## src/rtl/mem_arb_pkg.sv

```systemverilog
// Shared types for the I/D-cache memory arbiter: FSM state and access owner.
package mem_arb_pkg;
  typedef enum logic [0:0] {IDLE = 1'b0, BUSY = 1'b1} state_e;
  typedef enum logic       {OWN_I = 1'b0, OWN_D = 1'b1} owner_e;

  // Wide enough for any TIMEOUT up to 65535.
  localparam int CNT_W = 16;
endpackage

```

## src/rtl/arb_pick.sv

```systemverilog
// Combinational winner select; ARB_RR_EN selects round-robin ties, else D-cache priority.
module arb_pick
  import mem_arb_pkg::*;
(
  input  logic   ic_req_i,
  input  logic   dc_req_i,
  input  owner_e last_i,
  output owner_e winner_o
);
`ifdef ARB_RR_EN
  always_comb begin
    winner_o = dc_req_i ? OWN_D : OWN_I;
    // On a tie, whoever was not served last goes next.
    if (ic_req_i && dc_req_i) winner_o = (last_i == OWN_D) ? OWN_I : OWN_D;
  end
`else
  logic unused_arb;
  assign unused_arb = ic_req_i ^ last_i;
  always_comb winner_o = dc_req_i ? OWN_D : OWN_I;
`endif
endmodule

```

## src/rtl/mem_arbiter.sv

```systemverilog
// Shares one single-port memory between I-cache (read) and D-cache (read/write).
// All outputs registered; optional round-robin tie-break via ARB_RR_EN.
module mem_arbiter
  import mem_arb_pkg::*;
#(
  parameter int ADDR_W  = 32,
  parameter int DATA_W  = 32,
  parameter int TIMEOUT = 255
) (
  input  logic              clk,
  input  logic              rst,
  input  logic              ic_req,
  input  logic [ADDR_W-1:0] ic_addr,
  output logic              ic_gnt,
  output logic              ic_rvalid,
  output logic [DATA_W-1:0] ic_rdata,
  input  logic              dc_req,
  input  logic              dc_we,
  input  logic [ADDR_W-1:0] dc_addr,
  input  logic [DATA_W-1:0] dc_wdata,
  output logic              dc_gnt,
  output logic              dc_rvalid,
  output logic [DATA_W-1:0] dc_rdata,
  output logic              mem_en,
  output logic              mem_we,
  output logic [ADDR_W-1:0] mem_addr,
  output logic [DATA_W-1:0] mem_wdata,
  input  logic [DATA_W-1:0] mem_rdata,
  input  logic              mem_ready,
  output logic              err
);
  localparam logic [CNT_W-1:0] TMO = CNT_W'(TIMEOUT);

  state_e            state_q, state_d;
  owner_e            owner_q, owner_d, winner;
  logic [CNT_W-1:0]  cnt_q, cnt_d;
  logic              ic_gnt_q, ic_gnt_d, dc_gnt_q, dc_gnt_d;
  logic              ic_rvalid_q, ic_rvalid_d, dc_rvalid_q, dc_rvalid_d;
  logic [DATA_W-1:0] ic_rdata_q, ic_rdata_d, dc_rdata_q, dc_rdata_d;
  logic              mem_en_q, mem_en_d, mem_we_q, mem_we_d, err_q, err_d;
  logic [ADDR_W-1:0] mem_addr_q, mem_addr_d;
  logic [DATA_W-1:0] mem_wdata_q, mem_wdata_d;
  logic              done;
  logic [DATA_W-1:0] done_data;

  arb_pick u_pick (
    .ic_req_i (ic_req),
    .dc_req_i (dc_req),
    .last_i   (owner_q),
    .winner_o (winner)
  );

  always_comb begin
    state_d     = state_q;
    owner_d     = owner_q;
    cnt_d       = cnt_q;
    ic_gnt_d    = 1'b0;
    dc_gnt_d    = 1'b0;
    ic_rvalid_d = 1'b0;
    dc_rvalid_d = 1'b0;
    ic_rdata_d  = ic_rdata_q;
    dc_rdata_d  = dc_rdata_q;
    mem_en_d    = 1'b0;
    mem_we_d    = mem_we_q;
    mem_addr_d  = mem_addr_q;
    mem_wdata_d = mem_wdata_q;
    err_d       = err_q;
    done        = 1'b0;
    done_data   = '0;
    case (state_q)
      IDLE: begin
        if (ic_req || dc_req) begin
          state_d  = BUSY;
          owner_d  = winner;
          cnt_d    = '0;
          mem_en_d = 1'b1;
          if (winner == OWN_D) begin
            dc_gnt_d    = 1'b1;
            mem_we_d    = dc_we;
            mem_addr_d  = dc_addr;
            mem_wdata_d = dc_wdata;
          end else begin
            ic_gnt_d    = 1'b1;
            mem_we_d    = 1'b0;
            mem_addr_d  = ic_addr;
            mem_wdata_d = '0;
          end
        end
      end
      BUSY: begin
        // mem_ready wins over a watchdog expiry on the same edge.
        if (mem_ready) begin
          done      = 1'b1;
          done_data = mem_rdata;
        end else if (cnt_q == TMO) begin
          done  = 1'b1;
          err_d = 1'b1;
        end else begin
          cnt_d = cnt_q + 1'b1;
        end
      end
      default: state_d = IDLE;
    endcase
    if (done) begin
      state_d = IDLE;
      if (owner_q == OWN_D) begin
        dc_rvalid_d = 1'b1;
        dc_rdata_d  = done_data;
      end else begin
        ic_rvalid_d = 1'b1;
        ic_rdata_d  = done_data;
      end
    end
  end

  always_ff @(posedge clk or posedge rst) begin
    if (rst) begin
      state_q     <= IDLE;
      owner_q     <= OWN_I;
      cnt_q       <= '0;
      ic_gnt_q    <= 1'b0;
      dc_gnt_q    <= 1'b0;
      ic_rvalid_q <= 1'b0;
      dc_rvalid_q <= 1'b0;
      ic_rdata_q  <= '0;
      dc_rdata_q  <= '0;
      mem_en_q    <= 1'b0;
      mem_we_q    <= 1'b0;
      mem_addr_q  <= '0;
      mem_wdata_q <= '0;
      err_q       <= 1'b0;
    end else begin
      state_q     <= state_d;
      owner_q     <= owner_d;
      cnt_q       <= cnt_d;
      ic_gnt_q    <= ic_gnt_d;
      dc_gnt_q    <= dc_gnt_d;
      ic_rvalid_q <= ic_rvalid_d;
      dc_rvalid_q <= dc_rvalid_d;
      ic_rdata_q  <= ic_rdata_d;
      dc_rdata_q  <= dc_rdata_d;
      mem_en_q    <= mem_en_d;
      mem_we_q    <= mem_we_d;
      mem_addr_q  <= mem_addr_d;
      mem_wdata_q <= mem_wdata_d;
      err_q       <= err_d;
    end
  end

  assign ic_gnt    = ic_gnt_q;
  assign dc_gnt    = dc_gnt_q;
  assign ic_rvalid = ic_rvalid_q;
  assign dc_rvalid = dc_rvalid_q;
  assign ic_rdata  = ic_rdata_q;
  assign dc_rdata  = dc_rdata_q;
  assign mem_en    = mem_en_q;
  assign mem_we    = mem_we_q;
  assign mem_addr  = mem_addr_q;
  assign mem_wdata = mem_wdata_q;
  assign err       = err_q;
endmodule

```

## config.mk

```make
export PLATFORM = sky130hd
export DESIGN_NAME = mem_arbiter
export DESIGN_NICKNAME = d
export VERILOG_FILES = /design/src/rtl/mem_arb_pkg.sv /design/src/rtl/arb_pick.sv /design/src/rtl/mem_arbiter.sv
export SDC_FILE = /design/constraint.sdc
export NUM_CORES = 1
export LEC_CHECK = 0
export CAP_MARGIN = 20
export CELL_PAD_IN_SITES_DETAIL_PLACEMENT = 0
export CELL_PAD_IN_SITES_GLOBAL_PLACEMENT = 2
export CORE_MARGIN = 8
export CORE_UTILIZATION = 29
export CTS_BUF_LIST = sky130_fd_sc_hd__clkbuf_4 sky130_fd_sc_hd__clkbuf_8
export CTS_CLUSTER_SIZE = 8
export DETAILED_ROUTE_END_ITERATION = 8
export GPL_TIMING_DRIVEN = 0
export PLACE_DENSITY_LB_ADDON = 0.1
export SYNTH_ARGS = -nofsm -noshare
export SYNTH_HDL_FRONTEND = slang
export SYNTH_SLANG_ARGS = --single-unit
```

## constraint.sdc

```tcl
create_clock -name clk -period 7.4 [get_ports clk]
set_input_delay 0.74 -clock clk [delete_from_list [all_inputs] [get_ports clk]]
set_output_delay 0.74 -clock clk [all_outputs]
set_load 0.005 [all_outputs]
```

==> run metrics, run 1 <==
Synth cell types 38; Final ANT Viol Nets 0; post-synthesis xor/xnor area fraction less than 1%; number of global-route vias before repair approximately 5700; total negative slack 0 ns; FF+latch area between 3000 and 4000 µm²; CP max FO 10; synthesis-stage register bit count about 150; total number of vias between 5000 and 6000; CP Class in2reg; Setup violations, final 0; area occupied by multi-input gates about 2100 µm²; Routed WL ~21000 µm; # H-tree levels 4; drt pass-1 iters 5; largest cells by area after synthesis dfrtp_1 62%, a32o_1 10%, mux2i_1 6.5%; clock-pin transition on the worst setup and hold timing paths around 0.070 ns; top cells by count, synth 153 x dfrtp_1, 64 x a32o_1, 46 x nand2_1; crit-path max cell delay about 0.47 ns; VDD IR max around 180 µV; Seq/Total Area, Yosys between 60 and 70%; Die Wd 162 µm; Critical Path RT around 7.7 ns; slowest cell on the critical path clkbuf_1; # hold bufs at CTS 0; most common cell in the synthesized netlist dfrtp_1; Final Slew Violations 0; initial drt markers slightly below 300; CTS tree done; dominant cell type by area after synthesis dfrtp_1; max_cap viols 0; R2R Setup Slk between 5 and 6 ns; Root Buffer clkbuf_8; GRT Overall Usage between 15 and 20%; number of enable flip-flop cells after synthesis 0; leakage 4.08 nW; Hold/Removal Path Class reg2reg; largest net degree at the start of global routing 90; row count 53; startpoint class of the critical path input pin; YS warnings 0; status completed; Initial Util 29.4%; num ports around 270; Final Cycle Share 33.4%; Mapped Area between 6000 and 7000 µm²; unrepaired setup endpoints after global routing false; Worst-Margin Slew between 0.8 and 0.9 ns; Post-CTS Setup Inserts 0; RD Place Congestion roughly 0.75; Slew headroom between 40% and 50%; crit path DAT ~2.8 ns; Design Area, Final between 9000 and 10000 µm²; Layout Utilization between 40% and 50%; Fmax 404 MHz; Num CTS Buffers 17; core area roughly 21000 µm²; Avg Cell Area, Syn approximately 13 µm²; DR vias/cell ~4.9; Avg WL per Cell about 20 µm; Async SR Flop Fraction 100%; Syn Nets around 610; hpwl dp about 16000 µm; number of port buffers roughly 270; Num Clock Sinks about 150; Compound-Gate Fraction of Synth Area about a fifth; total global routing overflow 0; worst-skew pair later-pin latency approximately 0.44 ns; mux cell area share after synthesis 6.52%; Main synth FF type dfrtp_1; area grow syn2layout 56.7%; first-pass GRT wire length 33400 µm; adder-cell share of the synthesized area less than 1%; largest family of logic cells by synthesized area compound AO/OA/AOI/OAI gates; share of Yosys cell area claimed by the top area cell type slightly above 60%; Final nets a little under 900; Bufs on Longest Clock Path 2; fillers 1936; die span in y ~160 µm; # DRC 0; critical path, cell by cell clkdlybuf4s50_1 > nor2_1 > or2_1 > clkbuf_1 > clkbuf_1 > clkbuf_1 > o211ai_1 > o31ai_1; kind of end point of the critical path register; share of cells above drive strength 1 under 10%; Pwr Density around 340 nW/µm²; Simple-Gate Fraction of Synth Area between 6 and 7%; Final Hold Fails 0; Die Area around 26000 µm²; Clock Skew roughly 0.016 ns; Tmin final roughly 2.5 ns; DP Area roughly 9200 µm²; initial antenna violation count 2; Syn Inst Count ~470; most frequent CP cell clkbuf_1; cts repair resizes 0
-- final timing paths --
kind | end | from | cells past startpoint
min in group asynchronous | dc_rdata[13] | rst | 2
worst max-delay path | cnt_q[3] | ic_req | 8
worst min-delay path | mem_addr[6] | mem_addr[6] | 2
max in group asynchronous | mem_wdata[22] | rst | 3
worst min register to register | mem_addr[6] | mem_addr[6] | 2
worst max register to register | cnt_q[3] | state_q | 6
-- metal layers --
| metal | up-vias | GRT usage, % | wire, µm | part of all wire, % |
|---|---|---|---|---|
| met1 | 2576 | 18.1 | 8240 | 39 |
| met5 | - | 0 | 10 | 0.047 |
| met2 | 138 | 29.1 | 11300 | 53 |
| met3 | 14 | 6.74 | 1560 | 7.3 |
| met4 | 2 | 4.21 | 209 | 0.98 |
| li1 | 2357 | - | - | - |
-- cell families (layout without fill, tap and decap cells) --
group,count (synthesis),after routing
AOI/OAI and AO/OA,146,146
xor gates and xnor gates,1,1
adders and majority gates,1,1
buffers and inverters,52,352
DFF,153,153
muxes,40,40
other,0,2
and+or+nand+nor,78,78
-- where the power goes --
part           switching (mW)  leakage, nW  internal, mW
combinational           0.473         1.93         0.787
clock                   0.342        0.213         0.352
sequential              0.179         1.93          1.14
total                   0.994         4.08          2.28
-- cells in the final DEF, fill, tap and decap left out, drive strengths merged, types with 3 or more instances in the layout --
cell type / n
clkdlybuf4s50: 267
dfrtp: 153
a32o: 64
clkbuf: 53
nand2: 48
mux2i: 40
o21ai: 35
a22o: 33
inv: 16
buf: 9
nand3: 6
o41ai: 5
nor2: 4
nor2b: 3
nor4: 3
o311ai: 3
bufinv: 3
or4: 3
-- cell type report --
cell class	instances	share of cell area [%]
Inverter	9	0.403
Timing Repair Buffer	268	28.1
Sequential cell	153	39.8
Clock inverter	14	1.90
Multi-Input combinational cell	266	21.5
Buffer	43	2.17
Clock buffer	18	2.57
Tap cell	275	3.57
Antenna cell	2	0.0520
-- worst max-delay path: cells and delay by family --
family,cells,cell delay (ns)
and+or+nand+nor,2,0.18
AOI/OAI and AO/OA,2,0.26
buffers and inverters,4,1.63
-- stage by stage --
stage,power (mW),instances,hold slack (ns),setup WS [ns]
4_1_cts,3.33,1046,0.487,4.85
6_report,3.27,1048,0.482,4.93
2_1_floorplan,1.74,471,0.446,2.54
5_1_grt,3.48,1047,0.508,4.70
3_3_place_gp,2.60,1013,0.464,0.351
3_5_place_dp,2.62,1014,0.466,4.38
-- sequential cells by signal, indices dropped and copies added, names as in the netlist, 16 cells and up --
register and flops:
mem_addr 32, ic_rdata 32, cnt_q 16, dc_rdata 32, mem_wdata 32
Power figures use the tool's default switching activity.
==> inputs of run 2 (changes only) <==
CORE_UTILIZATION = 27   (was 29)
clock period = 2.38 ns   (was 7.4 ns; I/O delays follow)
==> run metrics, run 2 (synthesis gave the netlist of run 1 again) <==
CP max FO 10 (unchanged); GRT Overall Usage 15.7% (was 16.5%); Pwr Density 1050 nW/µm² (was 340 nW/µm²); Final Cycle Share 91.7%; total negative slack 0 ns (unchanged); die span in y 167 µm (was 162 µm); Num CTS Buffers 17 (unchanged); most frequent cells in the layout 267 x clkdlybuf4s50_1, 153 x dfrtp_1, 64 x a32o_1 (unchanged); Final WS setup 0.197 ns (was 4.93 ns); leakage 4.11 nW (was 4.08 nW); number of port buffers 267 (unchanged); CP Class reg2reg (was in2reg); # H-tree levels 4 (unchanged); Root Buffer clkbuf_8 (unchanged); Final ANT Viol Nets 0 (unchanged); total global routing overflow 0 (unchanged); hpwl dp 16300 µm (was 16000 µm); Crit path buffers/inverters 1 (was 4); Top Metal Used met4 (was met5); clock-pin transition on the worst setup and hold timing paths 0.09 ns (was 0.07 ns); routed length on met3 1620 µm (was 1560 µm); DR vias/cell 4.86 (was 4.85); RD Place Congestion 0.760 (was 0.750); Initial Util 27.3% (was 29.4%); startpoint class of the critical path register (was input pin); DR WL met2 11000 µm (was 11300 µm); unrepaired setup endpoints after global routing false (unchanged); crit-path max cell delay 0.65 ns (was 0.47 ns); status completed (unchanged); # DRC 0 (unchanged); placed cell count 1027 (was 1014); Num Clock Sinks 153 (unchanged); slowest cell on the critical path o41ai_4 (was clkbuf_1); Final nets 896 (was 893); Worst-Margin Slew 0.850 ns (was 0.874 ns); share of cells above drive strength 1 7.24% (was 6.74%); Design Area, Final 9710 µm² (was 9630 µm²); Non-Filler Instances 1060 (was 1048); worst-skew pair later-pin latency 0.45 ns (was 0.44 ns); Die Wd 167 µm (was 162 µm); max_cap viols 0 (unchanged); core area 22500 µm² (was 20900 µm²); Final Hold Fails 0 (unchanged); number of global-route vias before repair 5714 (was 5671); initial antenna violation count 1 (was 2); Die Area 27800 µm² (was 26100 µm²); Fmax 458 MHz; Final Slew Violations 0 (unchanged); Clock Skew 0.0138 ns (was 0.0161 ns); DP Area 9250 µm² (was 9190 µm²); first-pass GRT wire length 34000 µm (was 33400 µm); Hold/Removal Path Class in2async (was reg2reg); leading cell type in the layout, fill and taps excluded clkdlybuf4s50_1 (unchanged); Slew headroom 43.3% (was 41.7%); # hold bufs at CTS 0 (unchanged); row count 55 (was 53); Critical Path RT 2.73 ns (was 7.74 ns); initial drt markers 250 (was 298); total number of vias 5153 (was 5087); crit path DAT 2.54 ns (was 2.81 ns); num ports 269 (unchanged); Bufs on Longest Clock Path 2 (unchanged); area grow syn2layout 58.0% (was 56.7%); critical path, cell by cell ha_1 > nand3_1 > o41ai_4 > buf_2 > o211ai_1 > o31ai_1 (was clkdlybuf4s50_1 > nor2_1 > or2_1 > clkbuf_1 > clkbuf_1 > clkbuf_1 > o211ai_1 > o31ai_1); Layout Utilization 43.1% (was 46.1%); Tmin final roughly 2.2 ns; Worst path top cell family by delay compound AO/OA/AOI/OAI gates (was buffers and inverters); CTS tree done (unchanged); kind of end point of the critical path register (unchanged); Avg WL per Cell 20.3 µm (about the same); drt pass-1 iters 7 (was 5); largest net degree at the start of global routing 43 (was 90); pre-CTS setup slack -0.153 ns (was 4.38 ns); Setup violations, final 0 (unchanged); VDD IR max 454 µV (was 183 µV); M1 WL 8460 µm (was 8240 µm); Routed WL 21500 µm (was 21300 µm)
-- run 2: changes by cell type in the layout (fill, tap and decap cells not counted), sizes merged --
cell and change:
clkinvlp +1, clkbuf +1, inv -6, bufinv +1
diode -1, clkinv +3, buf +3
-- run 2: final cells by class --
class                           instances  area, µm²
Fill cell                            2116      12800
Sequential cell                       153       3830
Timing Repair Buffer                  271       2750
Multi-Input combinational cell        266       2070
Tap cell                              285        357
Clock buffer                           19        255
Buffer                                 43        210
Clock inverter                         13        193
Inverter                                9       37.5
Antenna cell                            1       2.50
-- run 2: metrics by stage --
step	hold slack, ns	power [mW]
2_1_floorplan	0.371	5.41
3_3_place_gp	0.463	8.08
3_5_place_dp	0.470	8.14
4_1_cts	0.0753	10.4
5_1_grt	0.0929	10.9
6_report	0.103	10.2
-- run 2: report_power, final --
group          internal (mW)  switching, mW  leakage [nW]
combinational           2.45           1.46          1.95
sequential              3.54          0.569          1.93
clock                   1.19           1.02         0.220
-- run 2: worst paths after layout --
kind	startpoint	endpoint	slack, ns	depth (start not counted)
setup / recovery	cnt_q[0]	cnt_q[3]	0.20	6
hold / removal	rst	mem_wdata[7]	0.10	2
setup reg to reg	cnt_q[0]	cnt_q[3]	0.20	6
hold reg to reg	mem_addr[12]	mem_addr[12]	0.48	2
max in group asynchronous	rst	ic_rdata[8]	1.47	4
min in group clk	dc_wdata[9]	mem_wdata[9]	0.38	2
-- run 2: worst reg2reg max path, stage by stage, from the launching register on --
cell and delay [ns]:
dfrtp_1 0.40, ha_1 0.23, nand3_1 0.30, o41ai_4 0.65
buf_2 0.32, o211ai_1 0.11, o31ai_1 0.09
-- run 2: timing repair --
action | CTS | global route
setup endpoints to repair | 0 | 25
gates resized for setup | 0 | 2
setup buffers | 0 | 0
-- run 2: routing by layer --
| layer | vias up | global-route usage [%] |
|---|---|---|
| li1 | 2369 | - |
| met1 | 2596 | 17.8 |
| met2 | 165 | 26.7 |
| met3 | 23 | 5.86 |
| met4 | 0 | 5.80 |
| met5 | - | 0 |
==> RTL change, RTL diff (flow settings as in run 2) <==
Reset style: synchronous (`rst`), changed in one clocked block.
--- a/src/rtl/mem_arbiter.sv
+++ b/src/rtl/mem_arbiter.sv
@@ -113,7 +113,7 @@
     end
   end
 
-  always_ff @(posedge clk or posedge rst) begin
+  always_ff @(posedge clk) begin
     if (rst) begin
       state_q     <= IDLE;
       owner_q     <= OWN_I;
Behaviour: differs if rst is asserted again (counterexample within 4 cycles, from zero or initial values and one cycle with rst high); with rst held inactive, the same outputs for 4 cycles.
==> RTL change against run 2 <==
Synthesized area down 8.9%; via count up 4.8%; routed wire length decreased by 0.56%; maximum frequency decreased by 1.4%; worst setup slack got worse by 0.032 ns; first-iteration DRC count is 7.6% higher; sequential cell count unchanged; final area fell by 6.5%; critical endpoint is now cnt_q[14]; largest cell class unchanged.
Power is not compared: it rests on default switching activity, and its combinational part moved more than twofold at a synthesized area within 25%.
==> RTL change: results (changes against run 2) <==
[layout]
fin_nets=987  ; +10%
layoutNonFillerInstCount=1137  ; +7.3%
drive_gt1_frac=0.0636  ; -0.00877
seq_area_sq_um=3070  ; -20%
nFillCells=2007  ; -5.2%

[grt]
grtUsageTotal=0.165  ; +0.00783
grt_pass1_wl_microns=33300  ; -2.0%
grt_max_degree=17  ; -60%
first_global_vias=5858  ; +2.5%

[place]
dpl_cell_area_sq_um=8600  ; -7.1%
dp_hpwl_microns=16600  ; +2.0%
detailedPlace.worstSlack_ns=-0.208  ; -0.0544 ns
portBuffers=266  ; -0.37%
place_congestion=0.788  ; +3.7%

[logic_synthesis]
synth_compound_area_frac=0.223  ; +0.0185
synthMuxAreaShare=0.0608  ; -0.00439
syn_nets=703  ; +16%
synth_cell_types=37  ; -2.6%
synth_commonest_cells=dfxtp_1, a22o_1, nand2_1
seq_area_frac_synth=0.547  ; -0.0762
synthAdderAreaFrac=0.00224  ; +0.000198
synth_top_cells_by_area=dfxtp_1, a22o_1, mux2i_1
synth_xor_area_frac=0  ; -0.00143
syn_area_per_cell_sq_um=9.85  ; -24%
synth_flop_cell=dfxtp_1
async_flop_share=0  ; -1.00

[sta]
worst_pin_slew_ns=0.900  ; +0.0501 ns
finClkSkew_ns=0.0174  ; +0.00358 ns

[critical_path]
slowest_delay_ns=0.47  ; -0.18 ns
crit_path_top_delay_cell=or3_4
timing.critical_path.arrival_ns=2.60  ; +0.06 ns
worstPathMaxFanout=7  ; -3

[detailed_routing]
initialDrtViolationCount=269  ; +7.6%
firstDrtPassIters=8  ; +1

[clock_tree]
root_buffer=clkbuf_8

[outcome]
outcome=finished, final reports clean

## RTL change: cell types whose count changed in the layout (fill, tap and decap cells not counted), sizes merged, moves of 32 or more
cell	delta
a21oi	+44
nand3	+32
dfxtp	+153
a211oi	+32
a32o	-64
dfrtp	-153
nor2	+42
## RTL change: cell type report
type / count / area share
antenna: 2 / 0.000552
sequential: 153 / 0.338
multi-input combinational: 364 / 0.260
inverter: 3 / 0.00124
clock buffer: 17 / 0.0258
clock inverter: 15 / 0.0201
buffer: 47 / 0.0237
timing repair buffer: 266 / 0.294
tap: 270 / 0.0372
## RTL change: worst register-to-register path, cell delays in order, from the launching register on
cell and delay, ns:
dfxtp_2 0.37, ha_2 0.22, nand3_2 0.14, or3_4 0.47
or3_4 0.43, or3b_1 0.38, a21oi_1 0.14
## RTL change: cell families (layout without fill, tap and decap cells)
kind of cell    count (synthesis)  after routing
compound gates                170            170
buf+inv                        51            348
other cells                     0              2
flops                         153            153
simple gates                  159            159
fa+ha+maj                       1              1
mux                            34             34
## RTL change: layer usage
layer	wire (microns)	track usage	part of all wire	up-vias
met2	10600	0.282	0.50	193
met5	0	0	0	-
li1	-	-	-	2663
met3	1920	0.0776	0.090	22
met1	8470	0.179	0.40	2521
met4	369	0.0480	0.017	0
## RTL change: repair_timing
action / 4_1_cts / 5_1_grt
hold buffers: 0 / 0
resized for setup: 14 / 15
endpoints found under the setup margin: 80 / 94
## RTL change: path summary, 6_finish.rpt
check / start / to / slack [ns] / cells past startpoint
min reg2reg: mem_wdata[26] / mem_wdata[26] / 0.45 / 2
max: cnt_q[0] / cnt_q[14] / 0.17 / 6
max reg2reg: cnt_q[0] / cnt_q[14] / 0.17 / 6
min: rst / mem_en / 0.33 / 2
